### config.mk
export PLATFORM = sky130hd
export DESIGN_NAME = multicycle_ctrl_flat
export DESIGN_NICKNAME = d
export VERILOG_FILES = /design/src/rtl/multicycle_ctrl_pkg.sv /design/src/rtl/multicycle_ctrl_if.sv /design/src/rtl/multicycle_ctrl_decoder.sv /design/src/rtl/multicycle_ctrl.sv /design/src/flat_wrapper.sv
export SDC_FILE = /design/constraint.sdc
export NUM_CORES = 1
export LEC_CHECK = 0
export BUFFER_PORTS_ARGS = -buffer_cell sky130_fd_sc_hd__buf_2
export CAP_MARGIN = 40
export CORE_AREA = 3 3 96 98
export CTS_CLUSTER_DIAMETER = 120
export DETAILED_ROUTE_END_ITERATION = 8
export DIE_AREA = 0 0 99 101
export GPL_TIMING_DRIVEN = 0
export PLACE_DENSITY = 0.84
export REMOVE_ABC_BUFFERS = 1
export SKIP_CTS_REPAIR_TIMING = 1
export SYNTH_ARGS = -nofsm -noshare
export SYNTH_HDL_FRONTEND = slang
export SYNTH_SLANG_ARGS = --single-unit
### constraint.sdc
create_clock -name clk -period 2.5 [get_ports clk]
set_clock_uncertainty 0.05 [all_clocks]
set_input_delay 0.25 -clock clk [delete_from_list [all_inputs] [get_ports clk]]
set_output_delay 0.25 -clock clk [all_outputs]
set_load 0.005 [all_outputs]
### src/rtl/multicycle_ctrl_pkg.sv
// rtl/multicycle_ctrl_pkg.sv - shared types, RV32I field encodings and ALU codes for the control FSM
package multicycle_ctrl_pkg;

  localparam int WORD_W = 32;
  localparam int REG_W  = 5;
  localparam int ALU_W  = 4;

  typedef enum logic [2:0] {
    S_FETCH,
    S_DECODE,
    S_EXEC,
    S_MEM,
    S_WB,
    S_HALT
  } state_t;

  localparam logic [6:0] OPC_OP     = 7'b0110011;
  localparam logic [6:0] OPC_OPIMM  = 7'b0010011;
  localparam logic [6:0] OPC_LOAD   = 7'b0000011;
  localparam logic [6:0] OPC_STORE  = 7'b0100011;
  localparam logic [6:0] OPC_BRANCH = 7'b1100011;
  localparam logic [6:0] OPC_SYSTEM = 7'b1110011;

  localparam logic [2:0] F3_ADD  = 3'b000;
  localparam logic [2:0] F3_SLL  = 3'b001;
  localparam logic [2:0] F3_SLT  = 3'b010;
  localparam logic [2:0] F3_SLTU = 3'b011;
  localparam logic [2:0] F3_XOR  = 3'b100;
  localparam logic [2:0] F3_SR   = 3'b101;
  localparam logic [2:0] F3_OR   = 3'b110;
  localparam logic [2:0] F3_WORD = 3'b010;
  localparam logic [2:0] F3_BEQ  = 3'b000;
  localparam logic [2:0] F3_BNE  = 3'b001;

  localparam logic [6:0] F7_BASE = 7'b0000000;
  localparam logic [6:0] F7_ALT  = 7'b0100000;

  localparam logic [WORD_W-1:0] EBREAK_WORD = 32'h0010_0073;

  // Encodings shared with the datapath ALU
  typedef enum logic [ALU_W-1:0] {
    ALU_ADD  = 4'd0,
    ALU_SUB  = 4'd1,
    ALU_SLL  = 4'd2,
    ALU_SLT  = 4'd3,
    ALU_SLTU = 4'd4,
    ALU_XOR  = 4'd5,
    ALU_SRL  = 4'd6,
    ALU_SRA  = 4'd7,
    ALU_OR   = 4'd8,
    ALU_AND  = 4'd9
  } alu_op_t;

  typedef enum logic [1:0] {
    IMM_NONE,
    IMM_I,
    IMM_S,
    IMM_B
  } imm_fmt_t;

  typedef enum logic [2:0] {
    CLS_OP,
    CLS_OPIMM,
    CLS_LOAD,
    CLS_STORE,
    CLS_BRANCH,
    CLS_EBREAK
  } instr_class_t;

  function automatic alu_op_t alu_from_funct(input logic [2:0] funct3, input logic alt);
    case (funct3)
      F3_ADD:  return alt ? ALU_SUB : ALU_ADD;
      F3_SLL:  return ALU_SLL;
      F3_SLT:  return ALU_SLT;
      F3_SLTU: return ALU_SLTU;
      F3_XOR:  return ALU_XOR;
      F3_SR:   return alt ? ALU_SRA : ALU_SRL;
      F3_OR:   return ALU_OR;
      default: return ALU_AND;
    endcase
  endfunction

  function automatic logic [WORD_W-1:0] make_imm(input logic [WORD_W-1:0] ir, input imm_fmt_t fmt);
    case (fmt)
      IMM_I:   return {{20{ir[31]}}, ir[31:20]};
      IMM_S:   return {{20{ir[31]}}, ir[31:25], ir[11:7]};
      IMM_B:   return {{19{ir[31]}}, ir[31], ir[7], ir[30:25], ir[11:8], 1'b0};
      default: return '0;
    endcase
  endfunction

endpackage

### src/rtl/multicycle_ctrl_if.sv
// rtl/multicycle_ctrl_if.sv - instruction and data memory handshake bundle
interface multicycle_ctrl_if;
  import multicycle_ctrl_pkg::*;

  logic              imem_req;
  logic              imem_ack;
  logic [WORD_W-1:0] imem_rdata;
  logic              dmem_req;
  logic              memWrite;
  logic              dmem_ack;

  modport master (
    output imem_req,
    input  imem_ack,
    input  imem_rdata,
    output dmem_req,
    output memWrite,
    input  dmem_ack
  );

  modport slave (
    input  imem_req,
    output imem_ack,
    output imem_rdata,
    input  dmem_req,
    input  memWrite,
    output dmem_ack
  );

endinterface

### src/rtl/multicycle_ctrl_decoder.sv
// rtl/multicycle_ctrl_decoder.sv - combinational IR decode into ALU op, immediate, class and legality
module multicycle_ctrl_decoder
  import multicycle_ctrl_pkg::*;
(
  input  logic [WORD_W-1:0] ir,
  output logic [ALU_W-1:0]  alu_ctrl,
  output logic [WORD_W-1:0] imm,
  output logic              alu_src_imm,
  output instr_class_t      cls,
  output logic              legal
);

  logic [6:0] opcode;
  logic [2:0] funct3;
  logic [6:0] funct7;
  imm_fmt_t   fmt;
  alu_op_t    alu_op;

  assign opcode = ir[6:0];
  assign funct3 = ir[14:12];
  assign funct7 = ir[31:25];

  // Classify the opcode; only the RV32I subset the FSM can sequence counts as legal
  always_comb begin
    cls         = CLS_OP;
    legal       = 1'b0;
    fmt         = IMM_NONE;
    alu_src_imm = 1'b0;
    alu_op      = ALU_ADD;
    case (opcode)
      OPC_OP: begin
        cls    = CLS_OP;
        alu_op = alu_from_funct(funct3, funct7[5]);
        legal  = (funct7 == F7_BASE) ||
                 ((funct7 == F7_ALT) && ((funct3 == F3_ADD) || (funct3 == F3_SR)));
      end
      OPC_OPIMM: begin
        cls         = CLS_OPIMM;
        fmt         = IMM_I;
        alu_src_imm = 1'b1;
        // bit 30 only selects SRAI; for ADDI etc. it is just part of the immediate
        alu_op      = alu_from_funct(funct3, (funct3 == F3_SR) && funct7[5]);
        if (funct3 == F3_SLL)
          legal = (funct7 == F7_BASE);
        else if (funct3 == F3_SR)
          legal = (funct7 == F7_BASE) || (funct7 == F7_ALT);
        else
          legal = 1'b1;
      end
      OPC_LOAD: begin
        cls         = CLS_LOAD;
        fmt         = IMM_I;
        alu_src_imm = 1'b1;
        legal       = (funct3 == F3_WORD);
      end
      OPC_STORE: begin
        cls         = CLS_STORE;
        fmt         = IMM_S;
        alu_src_imm = 1'b1;
        legal       = (funct3 == F3_WORD);
      end
      OPC_BRANCH: begin
        cls    = CLS_BRANCH;
        fmt    = IMM_B;
        alu_op = ALU_SUB;
        legal  = (funct3 == F3_BEQ) || (funct3 == F3_BNE);
      end
      OPC_SYSTEM: begin
        cls   = CLS_EBREAK;
        legal = (ir == EBREAK_WORD);
      end
      default: legal = 1'b0;
    endcase
  end

  assign imm      = make_imm(ir, fmt);
  assign alu_ctrl = alu_op;

endmodule

### src/rtl/multicycle_ctrl.sv
// rtl/multicycle_ctrl.sv - multicycle control FSM sequencing fetch, decode, execute, memory and writeback
module multicycle_ctrl
  import multicycle_ctrl_pkg::*;
#(
  parameter int WAIT_TIMEOUT = 256,
  parameter int INSTRET_W    = 32
) (
  input  logic                 clk,
  input  logic                 reset,
  multicycle_ctrl_if.master    mem,
  output logic                 regWrite,
  output logic [REG_W-1:0]     rs1,
  output logic [REG_W-1:0]     rs2,
  output logic [REG_W-1:0]     rd,
  output logic [ALU_W-1:0]     ALUControl,
  output logic                 aluSrcImm,
  output logic [WORD_W-1:0]    imm,
  output logic                 wbSel,
  input  logic                 zero,
  output logic                 pcWrite,
  output logic                 pcSel,
  output logic                 halted,
  output logic                 illegal,
  output logic                 timeout,
  output logic [INSTRET_W-1:0] instret
);

  // Counter only needs to hold WAIT_TIMEOUT-1, the last waiting cycle before giving up
  localparam int WCNT_W = (WAIT_TIMEOUT > 2) ? $clog2(WAIT_TIMEOUT) : 1;
  localparam logic [WCNT_W-1:0] WAIT_LAST = WCNT_W'(WAIT_TIMEOUT - 1);

  state_t            state, state_next;
  logic [WORD_W-1:0] ir;
  logic [WCNT_W-1:0] wait_cnt;
  instr_class_t      cls;
  logic              legal;
  logic              wait_hit;
  logic              imem_req_s;
  logic              dmem_req_s;
  logic              mem_write_s;
  logic              set_illegal;
  logic              set_timeout;

  multicycle_ctrl_decoder u_decoder (
    .ir          (ir),
    .alu_ctrl    (ALUControl),
    .imm         (imm),
    .alu_src_imm (aluSrcImm),
    .cls         (cls),
    .legal       (legal)
  );

  assign rs1      = ir[19:15];
  assign rs2      = ir[24:20];
  assign rd       = ir[11:7];
  assign halted   = (state == S_HALT);
  assign wait_hit = (WAIT_TIMEOUT != 0) && (wait_cnt == WAIT_LAST);

  // Reset is folded into the fetch request so it drops the moment reset asserts
  assign mem.imem_req = imem_req_s & reset;
  assign mem.dmem_req = dmem_req_s;
  assign mem.memWrite = mem_write_s;

  // Next-state and per-state enables; acks are only looked at in the state that requested
  always_comb begin
    state_next  = state;
    imem_req_s  = 1'b0;
    dmem_req_s  = 1'b0;
    mem_write_s = 1'b0;
    regWrite    = 1'b0;
    wbSel       = 1'b0;
    pcWrite     = 1'b0;
    pcSel       = 1'b0;
    set_illegal = 1'b0;
    set_timeout = 1'b0;
    case (state)
      S_FETCH: begin
        imem_req_s = 1'b1;
        if (mem.imem_ack) begin
          state_next = S_DECODE;
        end else if (wait_hit) begin
          state_next  = S_HALT;
          set_timeout = 1'b1;
        end
      end
      S_DECODE: begin
        if (!legal) begin
          state_next  = S_HALT;
          set_illegal = 1'b1;
        end else if (cls == CLS_EBREAK) begin
          state_next = S_HALT;
        end else begin
          state_next = S_EXEC;
        end
      end
      S_EXEC: begin
        case (cls)
          CLS_OP, CLS_OPIMM:   state_next = S_WB;
          CLS_LOAD, CLS_STORE: state_next = S_MEM;
          CLS_BRANCH: begin
            pcWrite    = 1'b1;
            pcSel      = (ir[14:12] == F3_BEQ) ? zero : ~zero;
            state_next = S_FETCH;
          end
          default: state_next = S_HALT;
        endcase
      end
      S_MEM: begin
        dmem_req_s  = 1'b1;
        mem_write_s = (cls == CLS_STORE);
        if (mem.dmem_ack) begin
          if (cls == CLS_STORE) begin
            pcWrite    = 1'b1;
            state_next = S_FETCH;
          end else begin
            state_next = S_WB;
          end
        end else if (wait_hit) begin
          state_next  = S_HALT;
          set_timeout = 1'b1;
        end
      end
      S_WB: begin
        regWrite   = (rd != '0);
        wbSel      = (cls == CLS_LOAD);
        pcWrite    = 1'b1;
        state_next = S_FETCH;
      end
      S_HALT:  state_next = S_HALT;
      default: state_next = S_HALT;
    endcase
  end

  // State register, IR capture, wait counter, retire counter and sticky halt causes
  always_ff @(posedge clk or negedge reset) begin
    if (!reset) begin
      state    <= S_FETCH;
      ir       <= '0;
      wait_cnt <= '0;
      instret  <= '0;
      illegal  <= 1'b0;
      timeout  <= 1'b0;
    end else begin
      state <= state_next;
      if ((state == S_FETCH) && mem.imem_ack)
        ir <= mem.imem_rdata;
      if (state_next != state)
        wait_cnt <= '0;
      else if ((state == S_FETCH) || (state == S_MEM))
        wait_cnt <= wait_cnt + 1'b1;
      if (pcWrite)
        instret <= instret + 1'b1;
      if (set_illegal)
        illegal <= 1'b1;
      if (set_timeout)
        timeout <= 1'b1;
    end
  end

endmodule
### src/flat_wrapper.sv
// flat-port wrapper written by rule: the top's interface ports become plain ports
module multicycle_ctrl_flat import multicycle_ctrl_pkg::*;
#(
  parameter int WAIT_TIMEOUT = 256,
  parameter int INSTRET_W    = 32
)
  (clk, reset, regWrite, rs1, rs2, rd, ALUControl, aluSrcImm, imm, wbSel, zero, pcWrite, pcSel, halted, illegal, timeout, instret, mem_imem_req, mem_imem_ack, mem_imem_rdata, mem_dmem_req, mem_memWrite, mem_dmem_ack);
  multicycle_ctrl_if mem_i ();
  input  logic clk;
  input  logic reset;
  output logic regWrite;
  output logic [REG_W-1:0] rs1;
  output logic [REG_W-1:0] rs2;
  output logic [REG_W-1:0] rd;
  output logic [ALU_W-1:0] ALUControl;
  output logic aluSrcImm;
  output logic [WORD_W-1:0] imm;
  output logic wbSel;
  input  logic zero;
  output logic pcWrite;
  output logic pcSel;
  output logic halted;
  output logic illegal;
  output logic timeout;
  output logic [INSTRET_W-1:0] instret;
  output wire logic [$bits(mem_i.imem_req)-1:0] mem_imem_req;
  input wire logic [$bits(mem_i.imem_ack)-1:0] mem_imem_ack;
  input wire logic [$bits(mem_i.imem_rdata)-1:0] mem_imem_rdata;
  output wire logic [$bits(mem_i.dmem_req)-1:0] mem_dmem_req;
  output wire logic [$bits(mem_i.memWrite)-1:0] mem_memWrite;
  input wire logic [$bits(mem_i.dmem_ack)-1:0] mem_dmem_ack;
  assign mem_imem_req = mem_i.imem_req;
  assign mem_i.imem_ack = mem_imem_ack;
  assign mem_i.imem_rdata = mem_imem_rdata;
  assign mem_dmem_req = mem_i.dmem_req;
  assign mem_memWrite = mem_i.memWrite;
  assign mem_i.dmem_ack = mem_dmem_ack;
  multicycle_ctrl #(.WAIT_TIMEOUT(WAIT_TIMEOUT), .INSTRET_W(INSTRET_W)) u_core (.clk(clk), .reset(reset), .mem(mem_i), .regWrite(regWrite), .rs1(rs1), .rs2(rs2), .rd(rd), .ALUControl(ALUControl), .aluSrcImm(aluSrcImm), .imm(imm), .wbSel(wbSel), .zero(zero), .pcWrite(pcWrite), .pcSel(pcSel), .halted(halted), .illegal(illegal), .timeout(timeout), .instret(instret));
endmodule
==> metrics, run 1 <==
outcome=complete, no violations; most frequent cells in the layout=129 x buf_2, 72 x dfrtp_1, 26 x nand2_1, 26 x mux2_2; Slowest-stage cell, CP=or4_4; clock tree sinks=slightly below 80; reg2reg start=u_core.ir[25]; Hold Crit Start=mem_imem_rdata[12]; crit start category=register; crit end category=register; total congestion overflow=0; worst-path maximum fanout=4; period utilisation layout=between 90% and 100%; Pins Over Slew Limit=0; Pwr Density=around 510 nW/um^2; I/O Pins=~130; post-layout worst setup margin=between 0.1 and 0.15 ns; hold path depth=2; Num CTS Buffers=9; post-synthesis cell area=roughly 4300 um^2; slowest stage delay, CP=0.57 ns; Slew @ Worst Pin=roughly 0.81 ns; reg2reg setup slack=0.11 ns; Starting Density=a little over 50%; Die Y-Extent=about 100 um; Syn Area/Cell=around 10 um^2; buffers plus inverters on the worst setup path=0; Worst IR Drop VDD=~0.31 mV; DP HPWL=roughly 7600 um; critical path class=register to register; DRT antenna net count=0; number of remaining DRC errors=0; commonest non-fill, non-tap cell in the layout=buf_2; nets@finish=roughly 550; first-pass GRT wire length=approximately 17000 um; routability cong.=0.894; Total Routed Length=between 10000 and 15000 um; Hold Path End=u_core.ir[12]; First DRT Iteration DRCs=about 220; port buffer count=130; Hold Crit Class=input pin to register; initial antenna violation count=0; Cells after DPL=approximately 600; Max Buffers Root-to-Sink=2; fraction of layout cells with a size suffix above 1=40.2%; total chip power=2.65 mW; final hold violation count=0; Clock transition at path regs=0.10 ns; via count=3542; CP top delay family=simple AND/OR/NAND/NOR gates; DP Worst Slack=-0.594 ns; vias per inst=around 5.7; Root Driver=clkbuf_8; FF+latch count, synth=between 70 and 80; Worst EP arrival=about 2.6 ns; max cap viols=0; EDFF count, synth=0; fin cells=626; Primary FF master, synth=dfrtp_1; largest net degree at the start of global routing=45; Clock H-tree levels=3; drt wl/cell=~17 um; core area=approximately 8600 um^2; register area share after synthesis=approximately 44%; fraction of registers with async set/reset=100%; hold slack final=0.0537 ns; Rows=34; TritonCTS clock tree=yes; unique cell type count in the Yosys netlist=68; Tmin final=between 2 and 2.5 ns; RSZ-0062 raised after global routing=no; Area Growth Syn to Fin=20.2%; Finish-stage setup viols=0; Die W=roughly 99 um; Static Leak=2.52 nW; clk_lat worst skew=0.36 ns; die area=around 10000 um^2; Synth Instances=413; cells on worst reg2reg path=5; critical path required time=around 2.7 ns; Pre-antenna DRT Iters=4; Yosys warning count=0; GRT Total Usage=a little over a fifth; vias in the first global route=between 3000 and 4000; FMAX=0.419 GHz; FF-to-FF End=u_core.state[2]; cells along the critical path=or4_4 -> o41ai_4 -> nand3_1 -> and3b_1 -> or4b_1; slew margin rel.=45.6%; # diodes=0
cells in the mapped netlist (3+ instances only):
| master | count | share of area (%) |
|---|---|---|
| clkbuf_1 | 7 | 0.61 |
| nor2_1 | 18 | 1.6 |
| mux2_1 | 6 | 1.6 |
| xor2_1 | 17 | 3.4 |
| a41oi_1 | 3 | 0.61 |
| xnor2_1 | 24 | 4.9 |
| and3b_1 | 4 | 0.81 |
| nor3_1 | 25 | 2.9 |
| o21ai_0 | 7 | 0.81 |
| inv_1 | 5 | 0.43 |
| a22o_1 | 4 | 0.81 |
| dfrtp_1 | 77 | 44 |
| nor2b_1 | 11 | 1.6 |
| nor4_1 | 7 | 1.0 |
| mux2_2 | 26 | 6.8 |
| a21oi_1 | 5 | 0.58 |
| nor4b_1 | 3 | 0.61 |
| buf_4 | 37 | 6.4 |
| buf_2 | 4 | 0.46 |
| and3_1 | 11 | 1.6 |
| nand4_1 | 8 | 1.2 |
| nand2_1 | 26 | 2.3 |
| nand3_1 | 22 | 2.5 |
| and4_1 | 3 | 0.61 |
layout make-up:
type	instances	area [um^2]
multi-input cells	278	2110
inverters	6	22.5
fillers	694	3340
clock inverters	6	119
repair buffers	141	762
well taps	108	135
clock buffers	10	128
flip-flops and latches	77	1930
worst max path at each step:
stage                    startpoint               to  slack, ns  cells past startpoint
floorplan           u_core.state[2]     u_core.ir[0]      -0.56                      2
global placement    u_core.state[2]    u_core.ir[17]      -1.43                      2
detailed placement     u_core.ir[2]          imm[25]      -0.59                      5
CTS                    u_core.ir[2]          imm[25]      -0.98                      5
global route          u_core.ir[25]  u_core.state[2]      0.005                      5
finish                u_core.ir[25]  u_core.state[2]       0.11                      5
metal layers:
metal  track usage (%)  up-vias  part of all wire, %
met3              4.84       23                  5.5
met2              31.9      132                   48
met4              8.40        0                  2.3
met5                 0        -                    0
met1              28.7     1727                   44
li1                  -     1660                    -
state kept, by name (all words and copies together), names as in the netlist:
signal           count
u_core.timeout       1
u_core.ir           32
u_core.illegal       1
u_core.state         3
u_core.instret      32
u_core.wait_cnt      8
power breakdown:
group,switching [mW],total (mW),internal [mW]
combinational,0.0752,0.154,0.0786
clock,0.504,1.18,0.677
sequential,0.0425,1.31,1.27
total,0.621,2.65,2.03
per-stage QoR:
step / instance area, um^2 / utilization (%) / setup TNS, ns
after CTS: 5070 / 59.3 / -21.45
after floorplan: 3980 / - / -26.03
after global placement: 4760 / 55.7 / -52.78
final: 5210 / 60.9 / 0
after detailed placement: 4820 / 56.4 / -11.88
after global routing: 5210 / 60.9 / 0
worst register-to-register path, stage by stage, from the launching register on:
cell	delay, ns
dfrtp_1	0.41
or4_4	0.57
o41ai_4	0.34
nand3_1	0.16
and3b_1	0.22
or4b_1	0.52
cell families (layout without fill, tap and decap cells):
kind of cell    Yosys count  in the layout  share of synthesized area, %
mux                      33             33                          8.55
flops                    77             77                          44.5
simple gates            159            159                          21.0
compound gates           43             43                          8.41
fa+ha+maj                 2              2                         0.578
xor+xnor                 41             41                          8.29
buf+inv                  58            163                          8.69
Power figures use the tool's default switching activity.
==> inputs of run 2 (changes only) <==
Settings changed: CORE_AREA 3 3 96 98 to 3 3 101 103, DIE_AREA 0 0 99 101 to 0 0 104 106, PLACE_DENSITY 0.84 to 0.8.
Clock period 2.5 ns to 2 ns, I/O delays scaled along.
==> run 2 against run 1 <==
The run now ends with setup timing left. Cell count increased by 11%. Die area up 10%. Clock-buffer cell count fell by 1. Critical path depth stayed put. Utilization increased by 2.5 points. Wire length rose by 22%. Combinational power grew 60%. Total power up 14%. Register-to-register slack got worse by 0.49 ns. Clock power decreased by 5%. Hold slack worse by 0.032 ns. Largest cell class unchanged.
==> metrics, run 2 (synthesized netlist as in run 1, its figures left out) <==
most frequent cells in the layout=128 x buf_2, 68 x dfrtp_1, 41 x buf_4 (was 129 x buf_2, 72 x dfrtp_1, 26 x nand2_1, 26 x mux2_2); Pins Over Slew Limit=0 (unchanged); First DRT Iteration DRCs=389 (was 222); Die Y-Extent=106 um (was 101 um); drt wl/cell=18.5 um (was 16.8 um); Hold Crit Class=input pin to register (unchanged); Tmin final=2.38 ns (was 2.39 ns); combinational group share of total power=8.2% (was 5.8%); Static Leak=2.82 nW (was 2.52 nW); worst-path maximum fanout=10 (was 4); vias in the first global route=3359 (was 3388); nets@finish=600 (was 552); routed metal-1 wirelength=5160 um (was 4620 um); number of remaining DRC errors=0 (unchanged); Slowest-stage cell, CP=dfrtp_1 (was or4_4); DRT antenna net count=0 (unchanged); clk_lat worst skew=0.35 ns (was 0.36 ns); Int Power=2.19 mW (was 2.03 mW); TritonCTS clock tree=yes (unchanged); port buffer count=130 (unchanged); Die W=104 um (was 99 um); critical path required time=2.16 ns (was 2.68 ns); CP top delay family=simple AND/OR/NAND/NOR gates (unchanged); largest registers=u_core.instret: 32 flops, u_core.ir: 32 flops, u_core.wait_cnt: 8 flops (unchanged); Worst IR Drop VDD=0.435 mV (was 0.315 mV); failing checks=setup timing; outcome=finished, violations left (was complete, no violations); RSZ-0062 raised after global routing=yes (was no); critical path class=register to register (unchanged); Sw Pwr=824 uW (was 621 uW); Layout Utilization=63.4% (was 60.9%); cells along the critical path=and2_2 -> nand3_1 -> o31ai_2 -> and3b_1 -> or4b_1 (was or4_4 -> o41ai_4 -> nand3_1 -> and3b_1 -> or4b_1); routability cong.=0.800 (was 0.894); Num CTS Buffers=9 (unchanged); first-pass GRT wire length=17300 um (was 16800 um); Filler cells=693 (was 694); Setup TNS=-8.76 ns (was 0 ns); core area=9280 um^2 (was 8550 um^2); crit start category=register (unchanged); buffers plus inverters on the worst setup path=0 (unchanged); Worst EP arrival=2.54 ns (was 2.57 ns); clock tree sinks=77 (unchanged); total congestion overflow=0 (unchanged); Pwr Density=512 nW/um^2 (was 509 nW/um^2); fraction of layout cells with a size suffix above 1=52.8% (was 40.2%); DP HPWL=7930 um (was 7590 um); Slew @ Worst Pin=0.518 ns (was 0.812 ns); via count=3878 (was 3542); final hold violation count=0 (unchanged); period utilisation layout=119% (was 95.5%); part of the power in registers=54.6% (was 49.6%); Rows=35 (was 34); Area Growth Syn to Fin=35.8% (was 20.2%); vias per inst=5.58 (was 5.66); Root Driver=clkbuf_8 (unchanged); commonest non-fill, non-tap cell in the layout=buf_2 (unchanged); GRT Total Usage=19.2% (was 20.9%); Max Buffers Root-to-Sink=2 (unchanged); crit end category=register (unchanged); post-layout worst setup margin=-0.377 ns (was 0.113 ns); die area=11000 um^2 (was 10000 um^2); slowest stage delay, CP=0.56 ns (was 0.57 ns); initial antenna violation count=0 (unchanged); clock power share=37.2% (was 44.6%); Pre-antenna DRT Iters=6 (was 4); largest net degree at the start of global routing=50 (was 45); met3 wire len=750 um (was 574 um); Sw Share=27.4% (was 23.5%); Clock H-tree levels=3 (unchanged); Starting Density=46.7% (was 50.7%); top routing layer in use=met4 (unchanged); Clock transition at path regs=0.09 ns (was 0.10 ns); max cap viols=0 (unchanged); slew margin rel.=65.4% (was 45.6%); met2 wire length=6660 um (was 5050 um); I/O Pins=131 (unchanged); Finish-stage setup viols=54 (was 0); # diodes=0 (unchanged); FMAX=0.421 GHz (was 0.419 GHz); Total Routed Length=12800 um (was 10500 um); hold slack final=0.0212 ns (was 0.0537 ns)
## run 2: changes by cell type in the layout (fill, tap and decap cells not counted), moves of 4 or more
cell     delta
dfrtp_1     -4
nand2_1     -4
nand3_1     -7
nand2_2     +4
buf_6      +11
buf_4      +33
nand3_2     +4
nor3_1      -6
nor3_2      +5
## run 2: cell type report
type	instances	area, um^2	area share [%]
multi-input combinational	279	2380	40.5
sequential	77	1940	33.0
timing repair buffer	188	1190	20.2
tap	129	161	2.74
clock buffer	9	124	2.11
clock inverter	7	55.1	0.936
inverter	6	25.0	0.425
## run 2: worst paths after layout
path	startpoint	to	slack [ns]	cells past startpoint
hold / removal	mem_imem_rdata[13]	u_core.ir[13]	0.02	2
min in group asynchronous	reset	u_core.ir[13]	0.31	3
setup / recovery	u_core.ir[5]	u_core.state[2]	-0.38	5
max in group asynchronous	reset	u_core.instret[9]	1.31	3
setup reg to reg	u_core.ir[5]	u_core.state[2]	-0.38	5
hold reg to reg	u_core.illegal	u_core.illegal	0.42	1
## run 2: per-layer routing
layer  global-route usage, %  up-vias
met3                    3.70       31
met1                    25.3     1915
met4                    5.51        0
met2                    32.2      184
met5                       0        -
li1                        -     1748
## run 2: power by group through the flow
stage | registers [mW] | logic, mW | clock network (mW)
global placement | 1.66 | 0.173 | 0
global route | 1.65 | 0.266 | 1.21
detailed placement | 1.67 | 0.185 | 0
floorplan | 1.66 | 0.0754 | 0
CTS | 1.64 | 0.186 | 1.13
finish | 1.64 | 0.246 | 1.12
## run 2: worst register-to-register path, cell delays in order (launching register included)
cell and delay [ns]:
dfrtp_1 0.56, and2_2 0.30, nand3_1 0.26, o31ai_2 0.35, and3b_1 0.25, or4b_1 0.49
## run 2: stage by stage
| stage | cell area [um^2] | setup WS (ns) | power [mW] | instances |
|---|---|---|---|---|
| 2_1_floorplan | 3980 | -1.06 | 1.73 | 361 |
| 3_3_place_gp | 4790 | -1.84 | 1.84 | 620 |
| 3_5_place_dp | 4850 | -1.01 | 1.85 | 623 |
| 4_1_cts | 5030 | -1.41 | 2.96 | 639 |
| 5_1_grt | 5880 | -0.394 | 3.13 | 695 |
| 6_report | 5880 | -0.377 | 3.01 | 695 |
